===== src/rtl/dmem_arbiter_if.sv =====
// dmem_arbiter_if: one requester's request/response channel into the data-memory arbiter.
// Signals: req_valid/req_ready handshake, req_we, req_funct3, req_addr, req_wdata (request);
//          resp_valid, resp_rdata, resp_err (single-cycle response, no backpressure).
// Modports: master = requester side, slave = arbiter side.
interface dmem_arbiter_if;
    logic        req_valid;
    logic        req_ready;
    logic        req_we;
    logic [2:0]  req_funct3;
    logic [31:0] req_addr;
    logic [31:0] req_wdata;
    logic        resp_valid;
    logic [31:0] resp_rdata;
    logic        resp_err;
    modport master (
        output req_valid, req_we, req_funct3, req_addr, req_wdata,
        input  req_ready, resp_valid, resp_rdata, resp_err
    );
    modport slave (
        input  req_valid, req_we, req_funct3, req_addr, req_wdata,
        output req_ready, resp_valid, resp_rdata, resp_err
    );
endinterface


===== src/rtl/dmem_arbiter.sv =====
// dmem_arbiter: two-port arbiter/sequencer sharing one synchronous-read data memory port.
// Ports: clk, rst (asynchronous, active-high);
//        r0, r1       requester channels (dmem_arbiter_if.slave);
//        mem_read_en, mem_write_en, load_type, store_type, ram_address, mem_wdata to the memory;
//        mem_rdata    from the memory, valid the cycle after mem_read_en.
// Build option: define DMEM_RR_ARB_EN for round-robin arbitration; otherwise port 0 wins ties.
module dmem_arbiter #(
    parameter int ADDR_BITS = 12
) (
    input  logic          clk,
    input  logic          rst,
    dmem_arbiter_if.slave r0,
    dmem_arbiter_if.slave r1,
    output logic          mem_read_en,
    output logic          mem_write_en,
    output logic [2:0]    load_type,
    output logic [2:0]    store_type,
    output logic [31:0]   ram_address,
    output logic [31:0]   mem_wdata,
    input  logic [31:0]   mem_rdata
);
    typedef enum logic [1:0] {IDLE, ISSUE, RESP} state_t;
    state_t      state, state_nx;
    logic        gnt, accept, legal, f3_ok, align_ok, idle, issue, resp;
    logic        sel_we;
    logic [2:0]  sel_f3;
    logic [31:0] sel_addr, sel_wdata;
    logic        port_q, we_q, err_q;
    logic [2:0]  f3_q;
    logic [31:0] addr_q, wdata_q;
    // ready is masked during reset so no handshake is advertised while state is held
    assign idle  = state == IDLE && !rst;
    assign issue = state == ISSUE;
    assign resp  = state == RESP;
`ifdef DMEM_RR_ARB_EN
    // prio_q names the port that wins the next tie; it flips to the other port on every accept
    logic prio_q;
    always_ff @(posedge clk or posedge rst)
        if (rst)
            prio_q <= 1'b0;
        else if (accept)
            prio_q <= !gnt;
    assign gnt = (r0.req_valid && r1.req_valid) ? prio_q : !r0.req_valid;
`else
    assign gnt = !r0.req_valid;
`endif
    assign accept       = idle && (r0.req_valid || r1.req_valid);
    assign r0.req_ready = idle && r0.req_valid && !gnt;
    assign r1.req_ready = idle && r1.req_valid && gnt;
    assign sel_we    = gnt ? r1.req_we     : r0.req_we;
    assign sel_f3    = gnt ? r1.req_funct3 : r0.req_funct3;
    assign sel_addr  = gnt ? r1.req_addr   : r0.req_addr;
    assign sel_wdata = gnt ? r1.req_wdata  : r0.req_wdata;
    // funct3[1] selects word, funct3[0] halfword; codes outside the tables are rejected by f3_ok
    assign f3_ok    = sel_we ? sel_f3 inside {3'b000, 3'b001, 3'b010}
                             : sel_f3 inside {3'b000, 3'b001, 3'b010, 3'b100, 3'b101};
    assign align_ok = sel_f3[1] ? sel_addr[1:0] == 2'b00 : sel_f3[0] ? !sel_addr[0] : 1'b1;
    assign legal    = f3_ok && align_ok && sel_addr[31:ADDR_BITS] == '0;
    always_comb begin
        state_nx = state;
        case (state)
            IDLE:    state_nx = accept ? (legal ? ISSUE : RESP) : IDLE;
            ISSUE:   state_nx = RESP;
            default: state_nx = IDLE;
        endcase
    end
    always_ff @(posedge clk or posedge rst)
        if (rst)
            state <= IDLE;
        else
            state <= state_nx;
    always_ff @(posedge clk or posedge rst)
        if (rst) begin
            port_q  <= 1'b0;
            we_q    <= 1'b0;
            err_q   <= 1'b0;
            f3_q    <= 3'b0;
            addr_q  <= '0;
            wdata_q <= '0;
        end else if (accept) begin
            port_q  <= gnt;
            we_q    <= sel_we;
            err_q   <= !legal;
            f3_q    <= sel_f3;
            addr_q  <= sel_addr;
            wdata_q <= sel_wdata;
        end
    // memory side depends only on state and latches
    assign mem_read_en  = issue && !we_q;
    assign mem_write_en = issue && we_q;
    assign load_type    = mem_read_en ? f3_q : 3'b0;
    assign store_type   = mem_write_en ? f3_q : 3'b0;
    assign ram_address  = issue ? addr_q : '0;
    assign mem_wdata    = mem_write_en ? wdata_q : '0;
    assign r0.resp_valid = resp && !port_q;
    assign r1.resp_valid = resp && port_q;
    assign r0.resp_err   = r0.resp_valid && err_q;
    assign r1.resp_err   = r1.resp_valid && err_q;
    assign r0.resp_rdata = (r0.resp_valid && !err_q && !we_q) ? mem_rdata : '0;
    assign r1.resp_rdata = (r1.resp_valid && !err_q && !we_q) ? mem_rdata : '0;
endmodule


===== src/flat_wrapper.sv =====
// flat-port wrapper written by rule: the top's interface ports become plain ports
module dmem_arbiter_flat 
#(
    parameter int ADDR_BITS = 12
)
  (clk, rst, mem_read_en, mem_write_en, load_type, store_type, ram_address, mem_wdata, mem_rdata, r0_req_valid, r0_req_we, r0_req_funct3, r0_req_addr, r0_req_wdata, r0_req_ready, r0_resp_valid, r0_resp_rdata, r0_resp_err, r1_req_valid, r1_req_we, r1_req_funct3, r1_req_addr, r1_req_wdata, r1_req_ready, r1_resp_valid, r1_resp_rdata, r1_resp_err);
  dmem_arbiter_if r0_i ();
  dmem_arbiter_if r1_i ();
  input  logic clk;
  input  logic rst;
  output logic mem_read_en;
  output logic mem_write_en;
  output logic [2:0] load_type;
  output logic [2:0] store_type;
  output logic [31:0] ram_address;
  output logic [31:0] mem_wdata;
  input  logic [31:0] mem_rdata;
  input wire logic [$bits(r0_i.req_valid)-1:0] r0_req_valid;
  input wire logic [$bits(r0_i.req_we)-1:0] r0_req_we;
  input wire logic [$bits(r0_i.req_funct3)-1:0] r0_req_funct3;
  input wire logic [$bits(r0_i.req_addr)-1:0] r0_req_addr;
  input wire logic [$bits(r0_i.req_wdata)-1:0] r0_req_wdata;
  output wire logic [$bits(r0_i.req_ready)-1:0] r0_req_ready;
  output wire logic [$bits(r0_i.resp_valid)-1:0] r0_resp_valid;
  output wire logic [$bits(r0_i.resp_rdata)-1:0] r0_resp_rdata;
  output wire logic [$bits(r0_i.resp_err)-1:0] r0_resp_err;
  input wire logic [$bits(r1_i.req_valid)-1:0] r1_req_valid;
  input wire logic [$bits(r1_i.req_we)-1:0] r1_req_we;
  input wire logic [$bits(r1_i.req_funct3)-1:0] r1_req_funct3;
  input wire logic [$bits(r1_i.req_addr)-1:0] r1_req_addr;
  input wire logic [$bits(r1_i.req_wdata)-1:0] r1_req_wdata;
  output wire logic [$bits(r1_i.req_ready)-1:0] r1_req_ready;
  output wire logic [$bits(r1_i.resp_valid)-1:0] r1_resp_valid;
  output wire logic [$bits(r1_i.resp_rdata)-1:0] r1_resp_rdata;
  output wire logic [$bits(r1_i.resp_err)-1:0] r1_resp_err;
  assign r0_i.req_valid = r0_req_valid;
  assign r0_i.req_we = r0_req_we;
  assign r0_i.req_funct3 = r0_req_funct3;
  assign r0_i.req_addr = r0_req_addr;
  assign r0_i.req_wdata = r0_req_wdata;
  assign r0_req_ready = r0_i.req_ready;
  assign r0_resp_valid = r0_i.resp_valid;
  assign r0_resp_rdata = r0_i.resp_rdata;
  assign r0_resp_err = r0_i.resp_err;
  assign r1_i.req_valid = r1_req_valid;
  assign r1_i.req_we = r1_req_we;
  assign r1_i.req_funct3 = r1_req_funct3;
  assign r1_i.req_addr = r1_req_addr;
  assign r1_i.req_wdata = r1_req_wdata;
  assign r1_req_ready = r1_i.req_ready;
  assign r1_resp_valid = r1_i.resp_valid;
  assign r1_resp_rdata = r1_i.resp_rdata;
  assign r1_resp_err = r1_i.resp_err;
  dmem_arbiter #(.ADDR_BITS(ADDR_BITS)) u_core (.clk(clk), .rst(rst), .r0(r0_i), .r1(r1_i), .mem_read_en(mem_read_en), .mem_write_en(mem_write_en), .load_type(load_type), .store_type(store_type), .ram_address(ram_address), .mem_wdata(mem_wdata), .mem_rdata(mem_rdata));
endmodule

===== config.mk =====
export PLATFORM = sky130hd
export DESIGN_NAME = dmem_arbiter_flat
export DESIGN_NICKNAME = d
export VERILOG_FILES = /design/src/rtl/dmem_arbiter_if.sv /design/src/rtl/dmem_arbiter.sv /design/src/flat_wrapper.sv
export SDC_FILE = /design/constraint.sdc
export NUM_CORES = 1
export LEC_CHECK = 0
export CORE_AREA = 5 5 118 120
export CTS_CLUSTER_DIAMETER = 30
export DETAILED_ROUTE_END_ITERATION = 8
export DIE_AREA = 0 0 123 125
export DONT_BUFFER_PORTS = 1
export MAX_ROUTING_LAYER = met4
export PLACE_DENSITY = 0.56
export SLEW_MARGIN = 20
export SYNTH_ARGS = -nofsm -noshare
export SYNTH_HDL_FRONTEND = slang
export SYNTH_SLANG_ARGS = --single-unit
export TNS_END_PERCENT = 50

===== constraint.sdc =====
create_clock -name clk -period 2.8 [get_ports clk]
set_clock_uncertainty 0.15 [all_clocks]
set_input_delay 0.28 -clock clk [delete_from_list [all_inputs] [get_ports clk]]
set_output_delay 0.28 -clock clk [all_outputs]
set_load 0.03 [all_outputs]

# After elaboration in Yosys (flattened, before gate mapping)
# Cells that the tools add are included.
# word_totals
regBits	72
latchBits	0
ramBits	0
rom_bits	0
inputBits	172
out_inout_bits	142
wordCells	61
n_memories	0
# op_classes
add_sub_neg	0
mul	0
div_mod_pow	0
magnitude_cmp	0
eq_ne	6
shift	0
n_mux	16
n_bitwise	0
reduce_logical	32
# ops
op	n
2-to-1 mux 32 bit	6
logical NOT 20 bit	1
logical AND 1 bit	18
2-to-1 mux 3 bit	3
logical NOT 1 bit	7
equality test 3 bit, second input constant	2
nonzero test 5 bit	1
logical NOT 2 bit	2
2-to-1 mux 1 bit	4
2-to-1 mux 2 bit	2
one-hot mux 2 bit (2 select lines)	1
equality test 3 x 1 -> 1 bit, second input constant	1
equality test 3 x 2 -> 1 bit, second input constant	1
logical NOT 3 bit	1
nonzero test 3 bit	1
equality test 2 x 1 -> 1 bit, second input constant	1
equality test 2 bit, second input constant	1
logical OR 1 bit	1

# Logic depth before layout (Yosys ltp)
# Gate-level depths: netlist of run 1.
# logic_depth
word_depth	9
depth_mapped	6
ltp_nobuf	4

# Worst setup path after synthesis of run 1
# OpenSTA, ideal clock, no wires.
# synth_timing
path_kind	flip-flop to output port
startpoint	reg u_core.port_q
endpoint	out r0_resp_rdata[10]
arrival_ps	2155
slack_ps	215
path_stages_with_launch	5
path_buffers	1
path_cell_list	dfrtp_1 nor3b_1 nor3b_1 clkbuf_1 and2_1
# synth_via
elab_chain_len	5
# synth_lines
element	line_no	text
start: declaration	dmem_arbiter.sv:28	logic port_q, we_q, err_q;
start signal: assignment	dmem_arbiter.sv:81	port_q <= gnt;
logical NOT 1 bit	dmem_arbiter.sv:95	assign r0.resp_valid = resp && !port_q;
logical AND 1 bit	dmem_arbiter.sv:95	
named net r0_resp_valid	flat_wrapper.sv:24	output wire logic [$bits(r0_i.resp_valid)-1:0] r0_resp_valid;
logical AND 1 bit (2 in series)	dmem_arbiter.sv:99	assign r0.resp_rdata = (r0.resp_valid && !err_q && !we_q) ? mem_rdata : '0;
2-to-1 mux 32 bit	dmem_arbiter.sv:99	
end: declaration	flat_wrapper.sv:25	output wire logic [$bits(r0_i.resp_rdata)-1:0] r0_resp_rdata;
# The timed path passes the listed nets, and every way through them passes these cells.

# Worst setup path in the final report of run 1
# layout_timing
startpoint	reg u_core.state[1]
endpoint	out r1_req_ready
# layout_via
elab_chain_len	4
# layout_lines
element	line_no	text
start: declaration	dmem_arbiter.sv:23	state_t state, state_nx;
start signal: assignment	dmem_arbiter.sv:71	state <= state_nx;
logical NOT 2 bit	dmem_arbiter.sv:32	assign idle = state == IDLE && !rst;
logical AND 1 bit	dmem_arbiter.sv:32	
logical AND 1 bit (2 in series)	dmem_arbiter.sv:49	assign r1.req_ready = idle && r1.req_valid && gnt;
end: declaration	flat_wrapper.sv:32	output wire logic [$bits(r1_i.req_ready)-1:0] r1_req_ready;
# No other way between the ends.

==> results of run 1 <==
[layout make-up]
type,instances,area (µm²),area share
Multi-Input combinational cell,386,2427,0.4415
Inverter,1,5.005,0.0009103
Sequential cell,72,1802,0.3277
Tap cell,176,220.2,0.04005
Timing Repair Buffer,53,778.2,0.1416
Clock buffer,10,229.0,0.04165
Clock inverter,6,36.28,0.006600
[layer usage]
metal / global-route usage / wire, µm / part of all wire
met5: - / 0 / 0
met1: 0.2002 / 5169 / 0.35
met2: 0.3294 / 7763 / 0.53
met3: 0.04878 / 1361 / 0.093
met4: 0.07036 / 306 / 0.021
[state kept, by name, indices dropped and copies added (netlist names)]
name	flops
u_core.addr_q	32
u_core.wdata_q	32
u_core.f3_q	3
u_core.state	2
u_core.err_q	1
u_core.port_q	1
u_core.we_q	1
[cell usage after synthesis (all sizes together)]
master  instances  area share
nor3            4      0.0046
inv             1     0.00086
nand3           1      0.0011
or4             1      0.0017
and3           35       0.050
o21ai          69       0.079
a22oi           1      0.0017
mux2i          67        0.15
a31oi           3      0.0043
nand2b          1      0.0014
dfrtp          72        0.41
nor2b           2      0.0029
clkbuf         29       0.025
nor4            4      0.0057
nor3b           3      0.0051
o21a            1      0.0017
nand2          69       0.059
nand4           2      0.0029
or4b            1      0.0023
o22a            1      0.0020
buf            12       0.015
o22ai           1      0.0014
and3b           1      0.0020
nor2           12       0.010
nor4b           1      0.0020
a21oi           1      0.0011
and2          103        0.15
a211oi          1      0.0029
and4b           1      0.0023
[path summary, 6_finish.rpt]
check	from	endpoint	slack (ns)	cells past startpoint
setup / recovery	u_core.state[1]	r1_req_ready	0.40	4
hold / removal	r1_req_addr[9]	u_core.addr_q[9]	0.008	2
setup reg to reg	u_core.state[1]	u_core.wdata_q[1]	0.71	5
hold reg to reg	u_core.wdata_q[26]	u_core.wdata_q[26]	0.32	2
max in group asynchronous	rst	u_core.port_q	1.54	3
min in group asynchronous	rst	u_core.state[1]	0.27	2
[kinds of logic after synthesis]
family                 Yosys count  synth area share
multiplexers                    67            0.1531
AND/OR/NAND/NOR                241            0.3006
flip-flops                      72            0.4114
buffers and inverters           42           0.04085
AO/OA/AOI/OAI                   78           0.09400
[metrics by stage]
stage	power (mW)	cells
after floorplan	1.579	500
after global placement	1.644	681
after detailed placement	1.671	681
after CTS	2.714	704
after global routing	2.840	704
final	2.676	704
[layout by cell type (no fill, tap or decap), types with 9 or more instances in the layout]
master       n
nand2_1     69
mux2i_1     67
dfrtp_1     72
clkbuf_16    9
buf_4       17
o21ai_0     68
buf_12      29
nor2_1      12
and3_1      35
and2_1     103
[worst max-delay path, cell delays in order, from the launching register on]
cell,delay (ns)
dfrtp_1,0.43
nor3_1,0.51
o21ai_4,0.36
nor2_1,0.17
buf_4,0.18
[power by group]
group / total (mW) / switching [mW] / internal [mW]
Sequential: 1.32 / 0.107 / 1.21
Clock: 1.02 / 0.431 / 0.594
Combinational: 0.332 / 0.188 / 0.143
Total: 2.68 / 0.726 / 1.95
==> run metrics, run 1 <==
maximum vdd drop=between 0.2 and 0.25 mV; gr usage total=0.1874; total CTS buffers=9; Crit path required time=2.37 ns; Final TNS setup=0 ns; critical path class=register to output pin; register area share after synthesis=0.4114; Residual DRC=0; Pre-antenna DRT Iters=6; PostCTS Resize Cnt=0; # nets final=approximately 700; Die Width=around 120 µm; H-tree levels=3; RSZ-0062 raised after global routing=false; Setup violations, final=0; initial core utilization=0.3401; vias per cell=5.186; pwr/cell area=between 400 and 500 nW/µm²; grt ovf=0; post-route cell area=around 5500 µm²; I/O pin cnt=between 300 and 400; antenna violations before repair=0; count of antenna-violating nets left after detailed routing=0; Fin Hold WS=between 0.008 and 0.009 ns; Leakage=approximately 2.6 nW; Max FO, Critical Path=35; Post-CTS Setup Bufs=0; Fillers=around 1300; synthesized area=4379 µm²; HP Class=primary input to register; DR vias=between 3000 and 4000; net count after synthesis=672; Clock Tree Buf Depth=2; TritonCTS clock tree=built; fin worst setup slack=0.3964 ns; IO Port Bufs=0; clock-pin slew on the worst setup and hold paths=0.06 ns; clock latency on the worst-skew pair=approximately 0.32 ns; Row Count=42; Final Slew Violations=0; final-report hold violation count=0; HPWL after DPL=between 10000 and 15000 µm; Die Ht=roughly 130 µm; hold buffers post-CTS=7; pre-CTS WS=0.6796 ns; Max Cap Viol=0; crit path time final=2.404 ns; Least-Margin Pin Slew=slightly below 0.8 ns; ant diodes=0; CP arrival=slightly below 2 ns; flops & latches, synth=72; Ys Warns=0; DP Area=between 5000 and 6000 µm²; fraction of layout cells with a size suffix above 1=0.1269; Die ar.=around 15000 µm²; core area=between 10000 and 15000 µm²; Iter 0 DRT Violations=between 150 and 200; Slew headroom=0.4807; Setup crit end kind=output pin; global-route wire length before repair=21650 µm; vias in the first global route=between 3000 and 4000; maximum clock rate=416.0 MHz; Root Buffer=clkbuf_16; fin crit share=0.8584; Area growth syn-to-layout=25.54%; Total Wirelength=approximately 15000 µm; Wirelength per Cell=roughly 21 µm; RePlAce Congestion=just under 0.8; utilization after layout=0.4270; post-synthesis cell count=500; clk sinks=72; pin count of the biggest net entering global routing=80; status=complete, no violations; type of origin of the critical path=register; post-synth cell types=31; Mean Syn Cell Area=a little under 9 µm²
No activity file was read; power rests on OpenSTA's default activity.
==> inputs of run 2 (changes only) <==
--- a/config.mk
+++ b/config.mk
@@ -5,13 +5,13 @@
 export SDC_FILE = /design/constraint.sdc
 export NUM_CORES = 1
 export LEC_CHECK = 0
-export CORE_AREA = 5 5 118 120
+export CORE_AREA = 8 8 115 117
 export CTS_CLUSTER_DIAMETER = 30
 export DETAILED_ROUTE_END_ITERATION = 8
 export DIE_AREA = 0 0 123 125
 export DONT_BUFFER_PORTS = 1
 export MAX_ROUTING_LAYER = met4
-export PLACE_DENSITY = 0.56
+export PLACE_DENSITY = 0.51
 export SLEW_MARGIN = 20
 export SYNTH_ARGS = -nofsm -noshare
 export SYNTH_HDL_FRONTEND = slang
==> run metrics, run 2 (synthesis gave the netlist of run 1 again) <==
commonest non-fill, non-tap cell in the layout=and2_1; pin count of the biggest net entering global routing=106; HP Class=primary input to register; Final TNS setup=0 ns; Fin Hold WS=0.01066 ns; fin worst setup slack=around 0.42 ns; Die Ht=around 130 µm; ant diodes=0; FF-to-FF path depth=4; startpoint of the worst hold path=r1_req_wdata[0]; IO Port Bufs=0; Max Cap Viol=0; fraction of layout cells with a size suffix above 1=0.1255; DR vias=3559; Pre-antenna DRT Iters=4; pwr/cell area=494.9 nW/µm²; crit path buf inv count=3; HPWL after DPL=11300 µm; vias per cell=5.288; Leakage=between 2 and 3 nW; Critical Path, Cell by Cell=nor3b_1 > buf_4 > nor3b_2 > buf_4 > and2_1 > buf_12; type of origin of the critical path=register; CP arrival=between 1.5 and 2 ns; antenna violations before repair=0; reg2reg start=u_core.state[1]; RePlAce Congestion=0.7344; final-report hold violation count=0; Residual DRC=0; pre-CTS WS=approximately 0.63 ns; critical path class=register to output pin; utilization after layout=0.4681; fin crit share=0.8500; status=complete, no violations; Max FO, Critical Path=32; worst r2r dst=u_core.addr_q[10]; RSZ-0062 raised after global routing=false; maximum vdd drop=around 0.25 mV; # nets final=approximately 690; Area growth syn-to-layout=24.11%; Die ar.=~15000 µm²; vias in the first global route=~3800; worst hold path depth=2; H-tree levels=3; global-route wire length before repair=between 20000 and 25000 µm; PostCTS Resize Cnt=0; setup slack, reg-to-reg=0.64 ns; Clock Tree Buf Depth=2; Hold Path End=u_core.wdata_q[0]; core area=between 10000 and 15000 µm²; cell repeated most along the worst path=buf_4; CP top delay family=simple AND/OR/NAND/NOR gates; Root Buffer=clkbuf_16; Final Slew Violations=0; grt ovf=0; Die Width=between 100 and 150 µm; crit path time final=roughly 2.4 ns; count of antenna-violating nets left after detailed routing=0; clock latency on the worst-skew pair=0.32 ns; initial core utilization=0.3772; Setup violations, final=0; clock-pin slew on the worst setup and hold paths=roughly 0.06 ns; Slew headroom=0.5310; I/O pin cnt=around 310; Wirelength per Cell=21.32 µm; Row Count=40; max incr delay on CP=roughly 0.41 ns; slowest cell on the critical path=dfrtp_1; Crit path required time=between 2 and 2.5 ns; Top Registers=u_core.addr_q: 32 flops, u_core.wdata_q: 32 flops, u_core.f3_q: 3 flops; commonest non-fill, non-tap cells in the layout=and2_1 (103), dfrtp_1 (72), nand2_1 (69), o21ai_0 (68), mux2i_1 (67); Least-Margin Pin Slew=between 0.7 and 0.8 ns; maximum clock rate=between 400 and 500 MHz; total CTS buffers=9; Fillers=between 1000 and 1500; Setup crit end kind=output pin; gr usage total=0.1817; TritonCTS clock tree=built; Iter 0 DRT Violations=around 150; clk sinks=slightly above 70; Total Wirelength=14350 µm
-- run 2: changes by cell type in the layout (fill, tap and decap cells not counted) --
cell / delta
dlygate4sd3_1: -1
clkbuf_8: +2
buf_4: +2
clkinv_2: -2
buf_12: -2
clkinv_4: -1
-- run 2: layer usage --
metal	wire length, µm	GRT usage
met4	278	0.06520
met1	5413	0.1980
met3	1306	0.04095
met5	0	-
met2	7348	0.3155
-- run 2: worst max-delay path by stage --
stage	end	cells past startpoint	from
floorplan	r0_resp_rdata[10]	4	u_core.port_q
global placement	u_core.err_q	5	u_core.state[1]
detailed placement	u_core.addr_q[10]	4	u_core.state[1]
CTS	r0_resp_rdata[1]	6	u_core.state[1]
global route	r0_resp_rdata[1]	6	u_core.state[1]
finish	r0_resp_rdata[1]	6	u_core.state[1]
-- run 2: layout make-up --
type	instances	area (µm²)	share of cell area
sequential	72	1802	0.3315
timing repair buffer	52	743.2	0.1367
tap	147	183.9	0.03384
inverter	1	5.005	0.0009208
multi-input combinational	386	2427	0.4466
clock buffer	12	256.5	0.04719
clock inverter	3	17.52	0.003223
-- run 2: metrics by stage --
step	cell area (µm²)	total power, mW	instances
after global placement	5101	1.642	652
after global routing	5435	2.838	673
after CTS	5435	2.741	673
final	5435	2.690	673
after floorplan	4379	1.579	500
after detailed placement	5101	1.661	652
-- run 2: repair_timing --
| action | CTS | global route |
|---|---|---|
| hold buffers | 6 | 0 |
| buffers inserted | 0 | 0 |
| endpoints found under the hold margin | 25 | 0 |
-- run 2: power by group --
part / internal [mW] / switching (mW) / leakage [nW]
logic: 0.141 / 0.203 / 1.60
registers: 1.21 / 0.0850 / 0.886
clock network: 0.640 / 0.407 / 0.134
total: 1.99 / 0.696 / 2.62
